==> config.mk <==
export PLATFORM = sky130hd
export DESIGN_NAME = cla_serial_adder_ctrl
export DESIGN_NICKNAME = d
export VERILOG_FILES = /design/src/rtl/cla_serial_adder_ctrl.sv
export SDC_FILE = /design/constraint.sdc
export NUM_CORES = 1
export LEC_CHECK = 0
export ABC_AREA = 0
export BUFFER_PORTS_ARGS = -buffer_cell sky130_fd_sc_hd__buf_2
export CAP_MARGIN = 20
export CORE_MARGIN = 8
export CORE_UTILIZATION = 56
export DETAILED_ROUTE_END_ITERATION = 7
export GPL_TIMING_DRIVEN = 0
export PLACE_DENSITY = 0.81
export SLEW_MARGIN = 20
export SYNTH_ARGS = -nofsm -noshare
export SYNTH_HDL_FRONTEND = slang
export SYNTH_SLANG_ARGS = --single-unit
export TNS_END_PERCENT = 20
==> constraint.sdc <==
create_clock -name clk -period 4 [get_ports clk]
set_clock_uncertainty 0.1 [all_clocks]
set_input_delay 0.4 -clock clk [delete_from_list [all_inputs] [get_ports clk]]
set_output_delay 0.4 -clock clk [all_outputs]
set_load 0.05 [all_outputs]
==> src/rtl/cla_serial_adder_ctrl.sv <==
// Serial WIDTH-bit add/subtract unit: one 4-bit CLA reused per nibble, LSB first,
// carry chained through a register, with start/done handshake and ALU flags.
module cla_serial_adder_ctrl #(
    parameter int unsigned WIDTH = 32
) (
    input  logic             clk,
    input  logic             rst,
    input  logic             start,
    input  logic             sub,
    input  logic [WIDTH-1:0] A,
    input  logic [WIDTH-1:0] B,
    output logic             ready,
    output logic             busy,
    output logic             done,
    output logic [WIDTH-1:0] S,
    output logic             C_out,
    output logic             overflow,
    output logic             zero
);

    localparam int unsigned NIBBLES = WIDTH / 4;
    localparam int unsigned IDX_W   = $clog2(NIBBLES);
    localparam logic [IDX_W-1:0] LAST_IDX = IDX_W'(NIBBLES - 1);

    typedef enum logic [1:0] {IDLE, RUN, DONE} state_t;

    state_t           state, state_next;
    logic [IDX_W-1:0] idx;
    logic [WIDTH-1:0] op_a, op_b, s_next;
    logic             carry;
    logic [3:0]       nib_a, nib_b, nib_s, g, p;
    logic [4:0]       c;
    logic             accept, last;

    assign ready  = (state == IDLE) || (state == DONE);
    assign busy   = (state == RUN);
    assign done   = (state == DONE);
    assign accept = ready & start;
    assign last   = (idx == LAST_IDX);

    // Nibble CLA plus the result as it will look after this edge's write
    always_comb begin
        nib_a = op_a[{idx, 2'b00} +: 4];
        nib_b = op_b[{idx, 2'b00} +: 4];
        g     = nib_a & nib_b;
        p     = nib_a ^ nib_b;
        c[0]  = carry;
        c[1]  = g[0] | (p[0] & c[0]);
        c[2]  = g[1] | (p[1] & g[0]) | (p[1] & p[0] & c[0]);
        c[3]  = g[2] | (p[2] & g[1]) | (p[2] & p[1] & g[0]) | (p[2] & p[1] & p[0] & c[0]);
        c[4]  = g[3] | (p[3] & g[2]) | (p[3] & p[2] & g[1]) | (p[3] & p[2] & p[1] & g[0])
              | (p[3] & p[2] & p[1] & p[0] & c[0]);
        nib_s = p ^ c[3:0];
        s_next = S;
        s_next[{idx, 2'b00} +: 4] = nib_s;
    end

    always_ff @(posedge clk or posedge rst) begin
        if (rst) state <= IDLE;
        else     state <= state_next;
    end

    always_comb begin
        state_next = state;
        case (state)
            IDLE:    if (start) state_next = RUN;
            RUN:     if (last) state_next = DONE;
            DONE:    state_next = start ? RUN : IDLE;
            default: state_next = IDLE;
        endcase
    end

    always_ff @(posedge clk or posedge rst) begin
        if (rst) begin
            idx      <= '0;
            carry    <= 1'b0;
            op_a     <= '0;
            op_b     <= '0;
            S        <= '0;
            C_out    <= 1'b0;
            overflow <= 1'b0;
            zero     <= 1'b0;
        end else if (accept) begin
            op_a     <= A;
            op_b     <= B ^ {WIDTH{sub}};
            carry    <= sub;
            idx      <= '0;
            S        <= '0;
            C_out    <= 1'b0;
            overflow <= 1'b0;
            zero     <= 1'b0;
        end else if (busy) begin
            S     <= s_next;
            carry <= c[4];
            if (last) begin
                idx      <= '0;
                C_out    <= c[4];
                overflow <= (op_a[WIDTH-1] == op_b[WIDTH-1]) & (nib_s[3] != op_a[WIDTH-1]);
                zero     <= (s_next == '0);
            end else begin
                idx <= idx + 1'b1;
            end
        end
    end

endmodule

# Yosys cells after proc, flatten, opt, wreduce, memory -nomap -nowiden
# Index checks and enable logic that the tools add are counted.
totals:
  output_inout_bits: 38
  in_bits: 68
  register_bits: 105
  wordCells: 82
op_classes:
  shift: 4
  eq_ne: 7
  reduce_logical: 7
  add_sub_neg: 2
  bitwise_logic: 32
  mux: 21
ops:
  columns: ["operator", "n"]
  rows:
  - ["$mux W32", 2]
  - ["$shiftx A32 B6 Y4", 2]
  - ["$bwmux W32", 1]
  - ["$logic_not A32 Y1", 1]
  - ["$shift A4 B7 Y32 const A", 1]
  - ["$shiftx A4 B7 Y32", 1]
  - ["$xor A32 B32 Y32", 1]
  - ["$and A1 B1 Y1", 18]
  - ["$mux W1", 12]
  - ["$or A1 B1 Y1", 10]
  - ["$mux W3", 3]
  - ["$xor A4 B4 Y4", 2]
  - ["$neg A5 Y7", 1]
  - ["$pmux W2 S3", 1]
  - ["$and A4 B4 Y4", 1]
  - ["$mux W2", 2]
  - ["$reduce_and A2 Y1", 2]
  - ["$reduce_bool A2 Y1", 2]
  - ["$add A3 B1 Y3 const B", 1]
  - ["$eq A3 B3 Y1 const B", 1]
  - ["$eq A2 B1 Y1 const B", 1]
  - ["$eq A2 B2 Y1 const B", 1]
  - ["$logic_not A2 Y1", 1]
  - ["$ne A2 B1 Y1 const B", 1]
  - ["4 further kinds", 4]

# Depth between registers and ports, before layout
# Gate-level depths: netlist (run 1).
logic_depth:
  word_depth: 13
  ltp_mapped: 13
  mapped_depth_nobuf: 10

# Worst setup path after synthesis (run 1)
# OpenSTA, ideal clock, no wires.
synth_timing:
  path_type: "register to register"
  start: "register idx[0]"
  end: "register zero"
  stages_incl_launch_ff: 13
  n_path_buf: 2
  required_ns: 3.777
  arrival_ns: 3.198
  slack_ns: 0.579
  setup_time_ns: 0.123
  synth_period_minus_slack_ns: 3.421
  path_cell_list: "dfrtp_1 buf_2 buf_2 mux4_1 nand2_1 nand2_1 fa_1 xor2_1 nand2_1 o41ai_1 a2111oi_2 nand4_1 o21ai_1"
synth_via:
  elab_chain_cells: 13
  word_cells_on_any_way: 31
  cone_classes: "add/sub: 1; eq/ne: 1; shift: 4; mux: 4; bitwise: 18; reduce/logical: 3"
synth_rtl:
  columns: ["element", "line", "source"]
  rows:
  - ["start: declaration", "28", "logic [IDX_W-1:0] idx;"]
  - ["start signal: assignment", "101", "idx <= idx + 1'b1;"]
  - ["$shiftx A32 B6 Y4 (on tied branches)", "43, 44", null]
  - ["$xor A4 B4 Y4 or $and A4 B4 Y4 (tied branches)", "46, 45", null]
  - ["$and A1 B1 Y1", "50", "c[3] = g[2] | (p[2] & g[1]) | (p[2] & p[1] & g[0]) | (p[2] & p[1] & p[0] & c[0]);"]
  - ["$or A1 B1 Y1 or $and A1 B1 Y1 (tied branches) (2 in series)", "50", null]
  - ["$or A1 B1 Y1", "50", null]
  - ["$xor A4 B4 Y4", "53", "nib_s = p ^ c[3:0];"]
  - ["$shiftx A4 B7 Y32", "55", "s_next[{idx, 2'b00} +: 4] = nib_s;"]
  - ["$bwmux W32", "55", null]
  - ["$logic_not A32 Y1", "99", "zero <= (s_next == '0);"]
  - ["$mux W1", "95", "if (last) begin"]
  - ["$mux W1", "92", "end else if (busy) begin"]
  - ["$mux W1", "83", "end else if (accept) begin"]
  - ["end signal: assignment", "99", null]
  - ["end: declaration", "18", "output logic zero"]
# Parallel ways exist; a longest one is shown, timed or not. The select of a mux whose other input is x is not followed.
# A chain may end at the register's enable or synchronous reset.

# Final worst setup path (run 1)
# Ends and elaborated chain as after synthesis.

==> flow_metrics.tcl, run 1 <==
set metrics [dict create \
    status "finished clean" \
    worst_ep_arrival_time_ns 3.96 \
    clockBufferDepth 2 \
    synth_enable_flop_cells 0 \
    synth_seq_cells 105 \
    synthToLayoutAreaGrowth_pct 17.19 \
    die_width_um 115.2 \
    switchingPower_mw 3.293 \
    antennaDiodeCount 0 \
    kind_of_start_point_of_the_critical_path "flop" \
    grt_first_pass_wirelength_um 23920 \
    post-place-cells 795 \
    globalRouteMet1Util 0.2877 \
    ioPinCount 106 \
    clk_pin_slew_ns 0.09 \
    netlist.area_leader.share 0.4768 \
    htree_levels 3 \
    internal-power_mw 3.212 \
    detail_route.first_pass.iterations 8 \
    maxCapViolCount 0 \
    setup_violations 0 \
    r2r_slack_ns 0.20 \
    cts_num_sinks 105 \
    timing.hold.ws_ns 0.1125 \
    total_leakage_power_nw 3.120 \
    hold_path.startpoint "A[0]" \
    wl_per_cell_um 18.06 \
    synth_area_leaders "dfrtp_1 (48%), nand2_1 (9.0%), xnor2_1 (5.4%)" \
    yosys.cell_count.top_type "nand2_1" \
    route.final.wire_length_um 14650 \
    tritoncts "done" \
    instances_no_fill 811 \
    worstHoldPathCells 3 \
    synth.cells.most_frequent "nand2_1 (132), dfrtp_1 (105), nor2_1 (44)" \
    endpoint_kind "flop" \
    drt_iter0_drc 333 \
    worst_hold_path.endpoint "op_a[0]" \
    worstReg2RegEnd "zero" \
    initial_utilization 0.5690 \
    max_freq_mhz 262.8 \
    worst-r2r-cell-count 12 \
    grt_setup_unrepaired "false" \
    grt_antenna_before_repair 0 \
    grt_pass1_vias 4852 \
    clock_power_share 0.103 \
    final_layout_size_suffix_gt1_frac 0.2330 \
    final_hold_vios 0 \
    floorplan.core_area_sq_um 9684 \
    post-cts-setup-buffer-count 0 \
    die_height_um 115.2 \
    dieArea_sq_um 13270 \
    finalWorstPathRequiredPeriod_ns 3.805 \
    cp_data_required_time_ns 4.16 \
    seq_power_share 0.283 \
    gr-usage-met2 0.3769 \
    synth_warnings 0 \
    grt_busiest_layer "met2" \
    worst_slew_pin_slew_ns 0.8257 \
    seq_area_frac_synth 0.4768 \
    fin_crit_sh 0.9512 \
    portBuffers 104 \
    combinationalPowerShare 0.614 \
    cell_type_with_the_highest_aggregate_area_in_the_netlist "dfrtp_1" \
    route.vias.total 4700 \
    grt_usage 0.2299 \
    p_total_mw 6.505 \
    pin_count_of_the_biggest_net_entering_global_routing 73 \
    path_max_fanout 10 \
    ys_dominant_reg_cell "dfrtp_1" \
    pwr_density_cell_nw_per_um2 1007 \
    grt_use_met3 0.04674 \
    asyncSetResetFlopFracSynth 1.000 \
    post_synth_num_cell_types 62 \
    grt.overflow.total 0 \
    fp-row-count 36 \
    min-delay-path-class "in2reg" \
    avgSynthCellArea_sq_um 9.893 \
    ctsRootBufferMaster "clkbuf_8" \
    post-dp-hpwl_um 10810 \
    clk-insertion-delay-late_ns 0.37 \
    n_fill_cell 769 \
    report.final.slew_viol_count 0 \
    vdd_ir_drop_max_mv 0.6619 \
    gp_congestion 0.9626 \
    gate_count_post_synth 557 \
    synthesis.area_sq_um 5510 \
    p_sw_frac 0.5063 \
    routed_via_density 5.795 \
    drt.antenna.violating_nets 0 \
    drc_errors 0 \
    timing_worst_setup_path_type "reg2reg" \
    numCtsBuffers 9 \
    slew_headroom 0.4453 \
    critical_path.reg2reg.startpoint "idx[0]" \
    num-nets-final 755 \
    mappedNetlistNets 638 \
]
## layer usage
metal / vias up / share of wire / wire (um)
met5: - / 0 / 0
met4: 0 / 0.028 / 416
met3: 37 / 0.071 / 1035
met2: 203 / 0.49 / 7244
met1: 2288 / 0.41 / 5952
li1: 2172 / - / -
## worst max path at each step
stage	slack (ns)	endpoint	cells past startpoint	start
floorplan	0.58	zero	12	idx[0]
global placement	-0.27	op_b[20]	2	rst
detailed placement	-0.11	zero	12	idx[0]
CTS	0.04	zero	12	idx[0]
global route	0.02	zero	12	idx[0]
finish	0.20	zero	12	idx[0]
## area by class of cell
class                           count  area [sq um]  area share
Sequential cell                   105          2628      0.4069
Timing Repair Buffer              106         558.0     0.08642
Clock buffer                       11         141.4     0.02190
Multi-Input combinational cell    405          2700      0.4181
Buffer                             36         163.9     0.02538
Tap cell                          133         166.4     0.02577
Inverter                           11         46.29    0.007169
Clock inverter                      4         53.80    0.008332
## state kept, by name, indices dropped and copies added, names as in the netlist
signal / count
zero: 1
overflow: 1
idx: 3
state: 2
C_out: 1
S: 32
op_a: 32
carry: 1
op_b: 32
## through the flow
stage / instance area (sq um) / setup TNS [ns] / utilization / setup slack (ns)
2_1_floorplan: 5510 / 0 / - / 0.5788
3_3_place_gp: 6197 / -27.50 / 0.6399 / -0.2692
3_5_place_dp: 6230 / -0.1119 / 0.6433 / -0.1119
4_1_cts: 6447 / 0 / 0.6658 / 0.03757
5_1_grt: 6457 / 0 / 0.6668 / 0.01902
6_report: 6457 / 0 / 0.6668 / 0.1952
## logic make-up after synthesis
| logic type | count (synthesis) | share of synthesized area |
|---|---|---|
| AO/OA/AOI/OAI | 110 | 0.1412 |
| flip-flops | 105 | 0.4768 |
| adder cells (fa/ha/maj) | 13 | 0.03088 |
| XOR/XNOR | 37 | 0.05881 |
| AND/OR/NAND/NOR | 228 | 0.1848 |
| multiplexers | 17 | 0.07062 |
| buffers and inverters | 47 | 0.03678 |
## power by group through the flow
stage,Clock (mW),Sequential (mW),Combinational [mW]
after global placement,0,1.82,3.79
final,0.669,1.84,4.00
after floorplan,0,2.21,2.48
after global routing,0.714,1.90,4.30
after CTS,0.676,1.84,3.92
after detailed placement,0,1.86,3.87
## critical path: stages (launching register included)
cell	delay, ns
dfrtp_1	0.43
buf_2	0.25
clkbuf_4	0.33
mux4_1	0.62
nand2_1	0.10
nand2_1	0.12
fa_1	0.43
xor2_2	0.33
nand2_1	0.19
o41ai_2	0.48
a2111oi_2	0.11
nand4_1	0.11
o21ai_1	0.06
## layout by cell type, fill, tap and decap left out, types with 3 or more instances in the layout
cell type | synthesis | routed
a21oi_1 | 37 | 37
a22o_1 | 22 | 22
a31oi_1 | 4 | 4
a32o_1 | 6 | 6
and3_1 | 5 | 5
buf_1 | 5 | 5
buf_2 | 6 | 109
clkbuf_1 | 22 | 23
clkbuf_8 | 0 | 10
dfrtp_1 | 105 | 105
ha_1 | 12 | 12
inv_1 | 9 | 8
mux4_1 | 5 | 5
mux4_2 | 11 | 11
nand2_1 | 132 | 132
nand2b_1 | 4 | 4
nand3_1 | 9 | 9
nand4_1 | 3 | 3
nor2_1 | 44 | 44
nor2b_1 | 6 | 6
nor3_1 | 6 | 5
nor3_2 | 2 | 3
o2111ai_1 | 3 | 3
o21ai_0 | 12 | 12
o22ai_1 | 3 | 3
xnor2_1 | 34 | 34
## what timing repair did
item	4_1_cts	5_1_grt
endpoints found under the hold margin	33	0
resized for setup	2	2
pin swaps	0	0
setup endpoints to repair	2	11
hold buffers	1	0
Power figures use the tool's default switching activity.
==> run 2: changes to the inputs <==
--- a/config.mk
+++ b/config.mk
@@ -11,7 +11,6 @@
 export CORE_MARGIN = 8
 export CORE_UTILIZATION = 56
 export DETAILED_ROUTE_END_ITERATION = 7
-export GPL_TIMING_DRIVEN = 0
 export PLACE_DENSITY = 0.81
 export SLEW_MARGIN = 20
 export SYNTH_ARGS = -nofsm -noshare
==> flow_metrics.tcl, run 2 (same netlist as run 1, synthesis figures left out) <==
set metrics [dict create \
    antennaDiodeCount 0 \
    worst_hold_path.endpoint "op_a[22]" \
    post-place-cells 769 \
    clk_pin_slew_ns 0.11 \
    cts_resized 0 \
    drc_errors 0 \
    critical_path.reg2reg.startpoint "idx[0]" \
    timing_worst_setup_path_type "reg2reg" \
    grt_antenna_before_repair 0 \
    numCtsBuffers 9 \
    post-dp-hpwl_um 10250 \
    timing.hold.ws_ns 0.1015 \
    cp_data_required_time_ns 4.21 \
    finalWorstPathRequiredPeriod_ns 3.644 \
    n_fill_cell 789 \
    route.final.wire_length_um 13710 \
    min-delay-path-class "in2reg" \
    layout.cells.most_common "nand2_1" \
    ioPinCount 106 \
    htree_levels 3 \
    tritoncts "done" \
    dp_slack_ns 0.3323 \
    clk-insertion-delay-late_ns 0.38 \
    instances_no_fill 785 \
    setup_violations 0 \
    report.final.slew_viol_count 0 \
    hold_path.startpoint "A[22]" \
    largestRegisters "S (32), op_a (32), op_b (32)" \
    die_width_um 115.2 \
    portBuffers 105 \
    layout_cell_area_excl_fill_sq_um 6312 \
    dieArea_sq_um 13270 \
    worstHoldPathCells 3 \
    grt_setup_unrepaired "false" \
    grt_pass1_vias 4649 \
    detail_route.first_pass.iterations 5 \
    drt.antenna.violating_nets 0 \
    maxCapViolCount 0 \
    pin_count_of_the_biggest_net_entering_global_routing 99 \
    worst_ep_arrival_time_ns 3.86 \
    num-nets-final 728 \
    ctsHoldBuffers 0 \
    max_freq_mhz 274.4 \
    final_layout_size_suffix_gt1_frac 0.2439 \
    grt.overflow.total 0 \
    vdd_ir_drop_max_mv 0.4996 \
    placed_area_sq_um 6126 \
    path_max_fanout 10 \
    routed_via_density 5.762 \
    fin_crit_sh 0.9110 \
    grt_first_pass_wirelength_um 22930 \
    cts_num_sinks 105 \
    post-cts-setup-buffer-count 0 \
    worst_slew_pin_slew_ns 1.043 \
    slew_headroom 0.2992 \
    clockBufferDepth 2 \
    pwr_density_cell_nw_per_um2 1007 \
    grt_use_met3 0.03834 \
    initial_utilization 0.5690 \
    kind_of_start_point_of_the_critical_path "flop" \
    grt_usage 0.2171 \
    ctsRootBufferMaster "clkbuf_8" \
    r2r_slack_ns 0.36 \
    synthToLayoutAreaGrowth_pct 14.55 \
    status "finished clean" \
    fp-row-count 36 \
    highest_count_cells_in_the_layout_ignoring_fill_and_taps "nand2_1 (132), dfrtp_1 (105), buf_2 (105)" \
    gr-usage-met2 0.3691 \
    worst-r2r-cell-count 9 \
    globalRouteMet1Util 0.2694 \
    worstReg2RegEnd "S[10]" \
    gp_congestion 0.9397 \
    die_height_um 115.2 \
    postLayoutSetupSlackWorst_ns 0.3560 \
    total_leakage_power_nw 3.085 \
    route.vias.total 4523 \
    drt_iter0_drc 272 \
    grt_busiest_layer "met2" \
    final_hold_vios 0 \
    floorplan.core_area_sq_um 9684 \
    endpoint_kind "flop" \
    wl_per_cell_um 17.46 \
    fin_tns_setup_ns 0 \
]
run 2: cell count changes in the layout (fill, tap and decap cells not counted), moves of 2 or more:
cell,delta
buf_4,+9
buf_6,-2
buf_2,-4
inv_8,+2
clkinvlp_4,-2
clkbuf_1,-23
buf_1,-5
run 2: layer usage:
metal | vias up | share of wire
li1 | 2125 | -
met1 | 2212 | 0.42
met2 | 161 | 0.50
met3 | 25 | 0.059
met4 | 0 | 0.021
met5 | - | 0
run 2: through the flow:
stage,util,power [mW]
2_1_floorplan,-,4.695
3_3_place_gp,0.6326,5.619
3_5_place_dp,0.6326,5.738
4_1_cts,0.6518,6.370
5_1_grt,0.6518,6.826
6_report,0.6518,6.359
run 2: how the worst max path moves through the flow:
| stage | startpoint | end | slack [ns] |
|---|---|---|---|
| global route | idx[0] | S[30] | 0.11 |
| CTS | idx[0] | S[10] | 0.38 |
| detailed placement | idx[0] | S[10] | 0.33 |
| floorplan | idx[0] | zero | 0.58 |
| global placement | idx[0] | S[10] | 0.57 |
| finish | idx[0] | S[10] | 0.36 |
run 2: power breakdown:
part / internal (mW) / total (mW) / switching (mW)
clock: 0.241 / 0.634 / 0.393
sequential: 1.52 / 1.90 / 0.378
combinational: 1.38 / 3.83 / 2.44
run 2: layout make-up:
type                    count  area [sq um]  share of cell area
multi-input cells         405          2688              0.4258
repair buffers            115         600.6             0.09514
clock buffers               9         123.9             0.01962
inverters                  11         43.79            0.006938
well taps                 133         166.4             0.02636
clock inverters             7         62.56            0.009911
flip-flops and latches    105          2628              0.4163
run 2: worst max-delay path, cell delays in order (launching register included):
cell and delay [ns]:
dfrtp_1 0.66, mux4_1 0.62, nand2_1 0.08, nand2_1 0.12, ha_1 0.33, a211oi_1 0.24, nor2_1 0.11, xnor2_1 0.18
nor3_1 0.86, a32o_1 0.29
==> run 3: changes to the inputs <==
--- a/config.mk
+++ b/config.mk
@@ -12,8 +12,9 @@
 export CORE_UTILIZATION = 56
 export DETAILED_ROUTE_END_ITERATION = 7
 export PLACE_DENSITY = 0.81
+export RECOVER_POWER = 100
 export SLEW_MARGIN = 20
 export SYNTH_ARGS = -nofsm -noshare
 export SYNTH_HDL_FRONTEND = slang
 export SYNTH_SLANG_ARGS = --single-unit
-export TNS_END_PERCENT = 20
+export TNS_END_PERCENT = 100
==> flow_metrics.tcl, run 3 (same netlist as run 1, synthesis figures left out) <==
set metrics [dict create \
    status "finished, violations left" \
    failing_checks "max-capacitance violations, max-slew violations" \
    grt_first_pass_wirelength_um 22930 \
    post-cts-setup-buffer-count 0 \
    seq_area_sq_um 2628 \
    fin_crit_sh 0.9042 \
    kind_of_start_point_of_the_critical_path "flop" \
    timing_worst_setup_path_type "reg2reg" \
    max_freq_mhz 276.5 \
    finalWorstPathRequiredPeriod_ns 3.617 \
    drt.antenna.violating_nets 0 \
    clk-insertion-delay-late_ns 0.38 \
    portBuffers 105 \
    grt.overflow.total 0 \
    num-nets-final 728 \
    fin_tns_setup_ns 0 \
    htree_levels 3 \
    layout_cell_area_excl_fill_sq_um 6223 \
    cts_num_sinks 105 \
    route.vias.total 4495 \
    path_max_fanout 10 \
    wl_per_cell_um 17.51 \
    multi_input_comb_area_sq_um 2665 \
    maxCapViolCount 2 \
    ctsHoldBuffers 0 \
    p_total_mw 6.242 \
    antennaDiodeCount 0 \
    report.final.slew_viol_count 176 \
    grt_antenna_before_repair 0 \
    ctsRootBufferMaster "clkbuf_8" \
    n_fill_cell 821 \
    floorplan.core_area_sq_um 9684 \
    drt_iter0_drc 267 \
    worstReg2RegEnd "S[10]" \
    vdd_ir_drop_max_mv 0.4880 \
    ioPinCount 106 \
    final_layout_size_suffix_gt1_frac 0.1764 \
    grt_setup_unrepaired "false" \
    initial_utilization 0.5690 \
    min-delay-path-class "in2reg" \
    worst_hold_path.endpoint "op_a[19]" \
    setup_violations 0 \
    largestRegisters "S (32), op_a (32), op_b (32)" \
    cts_resized 0 \
    grt_usage 0.2171 \
    routed_via_density 5.726 \
    clk_pin_slew_ns 0.11 \
    worst-r2r-cell-count 9 \
    drc_errors 0 \
    worstHoldPathCells 3 \
    post-dp-hpwl_um 10250 \
    highest_count_cells_in_the_layout_ignoring_fill_and_taps "nand2_1 (132), dfrtp_1 (105), buf_2 (67)" \
    worst_ep_arrival_time_ns 3.83 \
    grt_pass1_vias 4649 \
    layout.cells.most_common "nand2_1" \
    detail_route.first_pass.iterations 5 \
    die_height_um 115.2 \
    hold_path.startpoint "A[19]" \
    slew_headroom -0.8498 \
    pwr_density_cell_nw_per_um2 1003 \
    pin_count_of_the_biggest_net_entering_global_routing 99 \
    total_leakage_power_nw 2.900 \
    final_hold_vios 0 \
    die_width_um 115.2 \
    clockBufferDepth 2 \
    placed_area_sq_um 6126 \
    gp_congestion 0.9397 \
    synthToLayoutAreaGrowth_pct 12.94 \
    tritoncts "done" \
    critical_path.reg2reg.startpoint "idx[0]" \
    endpoint_kind "flop" \
    fp-row-count 36 \
    r2r_slack_ns 0.38 \
    cp_data_required_time_ns 4.21 \
    numCtsBuffers 9 \
    dieArea_sq_um 13270 \
    worst_slew_pin_slew_ns 2.775 \
    route.final.wire_length_um 13740 \
]
[run 3: cell count changes in the layout (fill, tap and decap cells not counted), sizes merged]
cell,before,now
buf,115,72
clkbuf,9,52
[run 3: per-layer routing]
metal,up-vias,routed length [um],global-route usage
met5,-,0,0
li1,2127,-,-
met3,21,824,0.03834
met4,0,261,0.08406
met2,156,6876,0.3691
met1,2191,5780,0.2694
[run 3: cell type report]
cell class | count | share of cell area
Tap cell | 133 | 0.02674
Clock inverter | 7 | 0.01005
Sequential cell | 105 | 0.4222
Multi-Input combinational cell | 405 | 0.4282
Clock buffer | 9 | 0.01990
Timing Repair Buffer | 115 | 0.08625
Inverter | 11 | 0.006634
[run 3: through the flow]
stage                     hold slack [ns]  worst slack (ns)  std cells  utilization
final                              0.1026            0.3833        785       0.6426
after global routing              0.09345            0.1114        785       0.6426
after CTS                         0.09438            0.3828        785       0.6518
after detailed placement           0.3603            0.3323        769       0.6326
after global placement             0.3589            0.5684        769       0.6326
after floorplan                    0.3373            0.5788        557            -
[run 3: critical path, stage by stage (launching register included)]
cell      delay, ns
dfrtp_1        0.65
mux4_1         0.62
nand2_1        0.08
nand2_1        0.12
ha_1           0.33
a211oi_1       0.24
nor2_1         0.11
xnor2_1        0.18
nor3_1         0.84
a32o_1         0.29
[run 3: worst max-delay path by stage]
| stage | startpoint | endpoint | slack (ns) |
|---|---|---|---|
| 6_report | idx[0] | S[10] | 0.38 |
| 3_3_place_gp | idx[0] | S[10] | 0.57 |
| 2_1_floorplan | idx[0] | zero | 0.58 |
| 4_1_cts | idx[0] | S[10] | 0.38 |
| 5_1_grt | idx[0] | S[30] | 0.11 |
| 3_5_place_dp | idx[0] | S[10] | 0.33 |
[run 3: power breakdown]
group / switching, mW / internal (mW)
Sequential: 0.378 / 1.52
Clock: 0.392 / 0.241
Combinational: 2.43 / 1.28
